<file path="src/rtl/cache_merge_fifo.sv">
// cache_merge_fifo: first-word-fall-through request buffer behind the
// two-input mutex merge. Each accepted drive is answered with a one-cycle
// o_free pulse once the word is in storage. A one-entry holding register
// soaks up a drive that lands while storage is full, so no drive is lost.
module cache_merge_fifo #(
  parameter int DEPTH = 8,
  parameter int WIDTH = 35
) (
  input  logic                     clk,
  input  logic                     rst,
  input  logic                     i_drive,
  input  logic [WIDTH-1:0]         i_data,
  output logic                     o_free,
  output logic                     o_valid,
  input  logic                     i_ready,
  output logic [WIDTH-1:0]         o_data,
  output logic [$clog2(DEPTH):0]   o_count,
  output logic                     o_err
);

  localparam int AW = $clog2(DEPTH);
  localparam int CW = AW + 1;
  localparam logic [CW-1:0] DEPTH_C = CW'(DEPTH);

  // Storage array; no reset, since o_data is masked while empty.
  logic [WIDTH-1:0] mem [DEPTH];

  logic [AW-1:0]    wptr_reg,   rptr_reg;
  logic [CW-1:0]    count_reg,  count_next;
  logic [WIDTH-1:0] hold_reg;
  logic             hold_valid_reg;
  logic             free_reg;
  logic             err_reg;

  logic             pop;
  logic             space;
  logic             write_hold;
  logic             write_drive;
  logic             write_en;
  logic             capture;
  logic             violation;
  logic [WIDTH-1:0] write_data;

  // Outputs depend on registered state only; i_ready reaches them only via the next edge.
  assign o_valid = (count_reg != '0);
  assign o_data  = o_valid ? mem[rptr_reg] : '0;
  assign o_count = count_reg;
  assign o_free  = free_reg;
  assign o_err   = err_reg;

  // Write arbitration: a held word always goes ahead of a fresh drive.
  always_comb begin
    pop         = o_valid & i_ready;
    space       = (count_reg < DEPTH_C) | pop;
    write_hold  = hold_valid_reg & space;
    write_drive = i_drive & space & ~hold_valid_reg;
    write_en    = write_hold | write_drive;
    capture     = i_drive & ~space & ~hold_valid_reg;
    violation   = i_drive & hold_valid_reg;
    write_data  = hold_valid_reg ? hold_reg : i_data;
    count_next  = count_reg + (write_en ? CW'(1) : CW'(0)) - (pop ? CW'(1) : CW'(0));
  end

  // Storage write port; writing at wptr while full-and-popping is safe because
  // the popped head was consumed from the same slot before this edge.
  always_ff @(posedge clk) begin
    if (write_en) begin
      mem[wptr_reg] <= write_data;
    end
  end

  // Pointers and occupancy; pointers wrap naturally, full/empty come from count.
  always_ff @(posedge clk or posedge rst) begin
    if (rst) begin
      wptr_reg  <= '0;
      rptr_reg  <= '0;
      count_reg <= '0;
    end else begin
      if (write_en) wptr_reg <= wptr_reg + AW'(1);
      if (pop)      rptr_reg <= rptr_reg + AW'(1);
      count_reg <= count_next;
    end
  end

  // Overflow holding register: fills on a drive with no room, drains as soon as room appears.
  always_ff @(posedge clk or posedge rst) begin
    if (rst) begin
      hold_reg       <= '0;
      hold_valid_reg <= 1'b0;
    end else begin
      if (capture) begin
        hold_reg       <= i_data;
        hold_valid_reg <= 1'b1;
      end else if (write_hold) begin
        hold_valid_reg <= 1'b0;
      end
    end
  end

  // Free pulse follows every committed write; reset cancels any pending pulse.
  always_ff @(posedge clk or posedge rst) begin
    if (rst) begin
      free_reg <= 1'b0;
    end else begin
      free_reg <= write_en;
    end
  end

  // Sticky protocol-violation flag: drive arrived while the hold was occupied.
  always_ff @(posedge clk or posedge rst) begin
    if (rst) begin
      err_reg <= 1'b0;
    end else if (violation) begin
      err_reg <= 1'b1;
    end
  end

endmodule

</file>
<file path="config.mk">
export PLATFORM = sky130hd
export DESIGN_NAME = cache_merge_fifo
export DESIGN_NICKNAME = d
export VERILOG_FILES = /design/src/rtl/cache_merge_fifo.sv
export SDC_FILE = /design/constraint.sdc
export NUM_CORES = 1
export LEC_CHECK = 0
export CAP_MARGIN = 25
export CORE_MARGIN = 3
export CORE_UTILIZATION = 50
export DETAILED_ROUTE_END_ITERATION = 8
export GPL_TIMING_DRIVEN = 0
export PLACE_DENSITY = 0.76
export REMOVE_ABC_BUFFERS = 1
export SLEW_MARGIN = 20
export SYNTH_ARGS = -nofsm -noshare
export SYNTH_HDL_FRONTEND = slang
export SYNTH_SLANG_ARGS = --single-unit
export TNS_END_PERCENT = 50
</file>
<file path="constraint.sdc">
create_clock -name clk -period 13.6 [get_ports clk]
set_clock_uncertainty 0.05 [all_clocks]
set_input_delay 2.72 -clock clk [delete_from_list [all_inputs] [get_ports clk]]
set_output_delay 2.72 -clock clk [all_outputs]
set_load 0.005 [all_outputs]
</file>
; Word level (Yosys, flattened, before mapping)
; Memory sizes are Yosys's and may differ from the RTL's.
; Index checks and enable logic that the tools add are counted.
[totals]
register_bits = 48
out_inout_bits = 42
ramBits = 280
memories = 1
[mem_list]
columns = memory, words, width, read_ports, rd_clocked_by_memory_dff, write_ports, line_no
row1 = mem, 8, 35, 1, 0, 1, 26  ; logic [WIDTH-1:0] mem [DEPTH];
[op_classes]
n_bitwise = 11
magnitude_cmp = 1
mux = 8
n_reduce_logical = 2
n_addsub = 4
[op_table]
columns = cell, count
row1 = $mux 35, 2
row2 = $and 1x1->1, 7
row3 = $add 3x1->3 const B, 2
row4 = $mux 1, 6
row5 = $add 4x1->4, 1
row6 = $lt 4x4->1 const B, 1
row7 = $reduce_bool 4->1, 1
row8 = $sub 4x1->4, 1
row9 = $not 1->1, 2
row10 = $or 1x1->1, 2
row11 = $reduce_bool 2->1, 1

; Logic depth before layout (Yosys ltp)
[logic_depth]
depth_word = 9
ltp_mapped = 12

; Least setup slack after synthesis
; Ideal clock, no wire load.
[synth_path]
kind = input -> register
start = input port i_drive
end = memory mem[2][0] (enable)
arrival_time_ns = 6.915
slack_ns = 6.107
stages = 4
t_required_ns = 13.023
setup_ns = 0.527
path_buffers = 1
cell_sequence = nor2_1 -> a211o_1 -> buf_2 -> nor4b_1
[synth_via]
elab_chain_cells = 5
[synth_lines]
columns = item, line_no
row1 = "start, declared", 11  ; input logic i_drive,
row2 = $and 1x1->1 (2 in series), 56  ; write_drive = i_drive & space & ~hold_valid_reg;
row3 = $or 1x1->1, 57  ; write_en = write_hold | write_drive;
row4 = $mux 1, 67  ; if (write_en) begin
row5 = $mux 1 (not written as such), 68  ; mem[wptr_reg] <= write_data;
row6 = "end, declared", 26
; No other way between the ends.

; Final worst setup path
[layout_path]
start = register count_reg[3], in the netlist o_count[3]
end = output port o_data[16]
[layout_via]
elab_chain_cells = 2
[layout_lines]
columns = item, line_no
row1 = "start, declared", 29  ; logic [CW-1:0] count_reg, count_next;
row2 = "start signal, assigned", 81  ; count_reg <= count_next;
row3 = $reduce_bool 4->1, 45  ; assign o_valid = (count_reg != '0);
row4 = $mux 35, 46  ; assign o_data = o_valid ? mem[rptr_reg] : '0;
row5 = "end, declared", 16  ; output logic [WIDTH-1:0] o_data,
; No other way between the ends.

==> results.md <==
- Gates resized during post-CTS repair numbered 0.
- The register with the most flip-flops in the layout has 280 of them.
- Summing all placed instances gives a cell area of 0.01454 mm^2.
- The post-CTS clock slew at the launch and capture registers of the worst setup and hold paths is 0.07 ns.
- 0 antenna diodes ended up in the layout.
- The fraction of the yosys area taken by sequential cells is 0.7483.
- Setup violations remaining at the end of the flow were counted as 0.
- The later-pin clock latency in the skew report is 0.56 ns.
- Setup total negative slack on the finished layout was measured at 0 ns.
- The internal reg-to-reg setup slack is 10.00 ns.
- The first-pass iteration count of the detailed router is 4.
- The worst-margin pin slew is 0.8598 ns.
- STA classifies the critical path endpoint as an output pin.
- After legalization and detailed placement, the total HPWL measured 17800 um.
- The routed wire length per instance is 24.95 um.
- Of all flip-flops after synthesis, the portion carrying an async set or reset was 0.1463.
- The worst pin sits at a relative slew slack of 0.4253.
- The synthesized netlist occupies a cell area of 0.01284 mm^2.
- The number of buffers inserted during clock tree synthesis is 31.
- During synthesis, Yosys emitted a total of 0 warnings.
- For this configuration, the core starts out at a cell density of 0.5099.
- The number of cells in the design after placement is 1027.
- The floorplan die width is 166.3 um.
- In the synthesized netlist the dominant register cell turns out to be sky130_fd_sc_hd__edfxtp_1.
- The initialized floorplan defines 58 standard-cell rows.
- The die boundary height is 166.3 um.
- The post-layout minimum cycle time is 5.910 ns.
- The area growth from synthesis to layout is 20.90%.
- The arrival time of the worst setup path is 3.14 ns.
- The flow ran to the end, and the final reports show no timing, DRC or antenna violations.
- The global-route wire length before repair is 41670 um.
- The remaining number of nets flagged by the antenna check after routing is 0.
- The leading cell type in the layout, fill and taps excluded is sky130_fd_sc_hd__edfxtp_1.
- The global routing usage summed across all routing layers is 0.1972.
- Setup repair after global routing left no endpoint under its margin.
- TritonCTS built the clock tree.
- The share of layout cells above drive strength 1 is 0.3550.
- After layout, the design draws a total of 3.497 mW.
- The power density over cell area is 225.3 mW/mm^2.
- The pin count of the biggest net entering global routing is 41.
- The total I/O pin count is 81.
- The critical-path maximum fanout is 20.
- The count of nets after finishing is 777.
- The number of antenna violations at the first check in global routing was 1.
- After clock tree synthesis, the flow added hold-fix buffers numbering 0.
- The post-synthesis cell count is 586.
- The top achievable clock speed is 169.2 MHz.
- The startpoint class of the critical path is a flop.
- In this run the post-CTS setup repair buffer count came out at 0.
- The tree is rooted in a sky130_fd_sc_hd__clkbuf_16.
- The residual DRC count is 0.
- The startpoint identified for the worst register-to-register timing path is hold_valid_reg.
- Counting flops and latches in the post-synthesis netlist gives 328.
- The number of buffers inserted by port buffering is 80.
- The count of maximum capacitance violations is 0.
- The number of global-route vias before repair is 6915.
- The area of the core region is 0.02518 mm^2.
- The total grt overflow is 0.
- The number of distinct standard cells referenced by the synthesized netlist is 32.
- In the finished design, the share of the clock period the worst path needs comes to 0.4346.
- The launching instance or port of the critical path is o_count[3].
- Yosys mapped a number of flops with a built-in enable equal to 280.
- In the layout the commonest cells are sky130_fd_sc_hd__edfxtp_1, sky130_fd_sc_hd__clkdlybuf4s50_1, sky130_fd_sc_hd__mux2_2, sky130_fd_sc_hd__mux4_2, sky130_fd_sc_hd__dfrtp_1.
- IR analysis of the VDD net gives a maximum drop of 0.1411 mV.
- The worst hold path cell count is 1.
- The mean post-synth cell area is 21.91 um^2.
- Across all layers, the routed design uses 6349 vias.
- The worst min-delay path class is reg -> reg.
- The number of hold-slack violations in the final timing report is 0.
- The critical path required time is 10.83 ns.
- With fillers left out, the area of the finished cells amounts to 0.01552 mm^2.
- The final weighted congestion in routability-driven placement is 0.6902.
- The worst setup path endpoint is o_data[16].
- Once layout is complete, the cells apart from fillers number 1085.
- The die covers 0.02764 mm^2.
- The endpoint identified for the worst register-to-register timing path is mem[1][15].
- In this run the number of H-tree levels came out at 1.
- The worst setup path is of the reg -> out kind.
- In this run the deepest clock path goes through 3 buffers.
- The clock net sink count is 328.
- Using the TritonRoute via totals, the vias-per-cell ratio works out to 5.852.
- The count of filler cells inserted in the layout is 1689.
- The length in cells of the worst reg-to-reg path is 9.
- Summed over all layers, the routed wires come to 27080 um.
- The static leakage is 5.345 nW.
- The final count of pins violating max slew is 0.
- The initial DRC count is 653.
metal layers:
metal | vias to the layer above | share of wire | global-route usage
li1 | 2725 | - | -
met1 | 3328 | 0.40 | 0.2684
met2 | 240 | 0.51 | 0.3355
met3 | 54 | 0.063 | 0.03713
met4 | 2 | 0.025 | 0.04878
met5 | - | 0.00048 | 0
Yosys cell counts (2+ instances only):
master / instances / share of area
sky130_fd_sc_hd__edfxtp_1: 280 / 0.65
sky130_fd_sc_hd__mux2_2: 71 / 0.062
sky130_fd_sc_hd__mux4_2: 70 / 0.12
sky130_fd_sc_hd__dfrtp_1: 48 / 0.094
sky130_fd_sc_hd__a22o_1: 35 / 0.024
sky130_fd_sc_hd__buf_2: 13 / 0.0051
sky130_fd_sc_hd__clkbuf_1: 11 / 0.0032
sky130_fd_sc_hd__inv_1: 10 / 0.0029
sky130_fd_sc_hd__ha_1: 7 / 0.0068
sky130_fd_sc_hd__buf_1: 5 / 0.0015
sky130_fd_sc_hd__nor4b_1: 4 / 0.0027
sky130_fd_sc_hd__xnor2_1: 4 / 0.0027
sky130_fd_sc_hd__buf_6: 3 / 0.0026
sky130_fd_sc_hd__a21o_1: 2 / 0.0012
sky130_fd_sc_hd__nand2_1: 2 / 0.00058
sky130_fd_sc_hd__nor2_1: 2 / 0.00058
sky130_fd_sc_hd__nor3_1: 2 / 0.00078
sky130_fd_sc_hd__nor4_1: 2 / 0.00097
sky130_fd_sc_hd__xor2_1: 2 / 0.0014
where the power goes:
group	total [mW]	switching (mW)	internal, mW	leakage, nW
clock	0.832	0.359	0.473	0.483
combinational	1.19	0.535	0.653	1.76
sequential	1.48	0.116	1.36	3.11
through the flow:
step / utilization / hold slack [ns] / setup slack, ns
floorplan: - / 0.4010 / 6.091
CTS: 0.6165 / 0.4247 / 7.668
detailed placement: 0.5774 / 0.4047 / 7.680
global route: 0.6165 / 0.4527 / 7.577
finish: 0.6165 / 0.4272 / 7.690
global placement: 0.5518 / 0.3967 / 1.352
final cells by class:
type | count | area (um^2) | area share
clock buffer | 40 | 839.6 | 0.05408
timing repair buffer | 143 | 1376 | 0.08865
multi-input combinational | 215 | 3088 | 0.1989
clock inverter | 18 | 146.4 | 0.009429
tap | 330 | 412.9 | 0.02660
sequential | 328 | 9618 | 0.6195
inverter | 11 | 43.79 | 0.002821
cells by family (layout without fill, tap and decap cells):
logic type | Yosys count | count (layout) | synth area share
multiplexers | 142 | 142 | 0.1859
buffers and inverters | 43 | 212 | 0.01559
AO/OA/AOI/OAI | 42 | 42 | 0.02865
flip-flops | 328 | 328 | 0.7483
XOR/XNOR | 6 | 6 | 0.004092
adder cells (fa/ha/maj) | 8 | 8 | 0.008379
AND/OR/NAND/NOR | 17 | 17 | 0.009062
worst max-delay path: stages (launching register included):
cell                              delay, ns
sky130_fd_sc_hd__dfrtp_1               0.43
sky130_fd_sc_hd__inv_1                 0.10
sky130_fd_sc_hd__ha_1                  0.16
sky130_fd_sc_hd__nor3b_4               0.33
sky130_fd_sc_hd__inv_2                 0.14
sky130_fd_sc_hd__and2_2                0.41
sky130_fd_sc_hd__buf_16                0.26
sky130_fd_sc_hd__a22o_1                0.26
sky130_fd_sc_hd__clkdlybuf4s50_1       0.48
worst min path at each step:
stage | from | to | slack [ns]
5_1_grt | o_err | o_err | 0.45
3_5_place_dp | o_err | o_err | 0.40
4_1_cts | o_err | o_err | 0.42
6_report | o_err | o_err | 0.43
2_1_floorplan | o_err | o_err | 0.40
3_3_place_gp | o_err | o_err | 0.40
No activity file was read; power rests on OpenSTA's default activity.
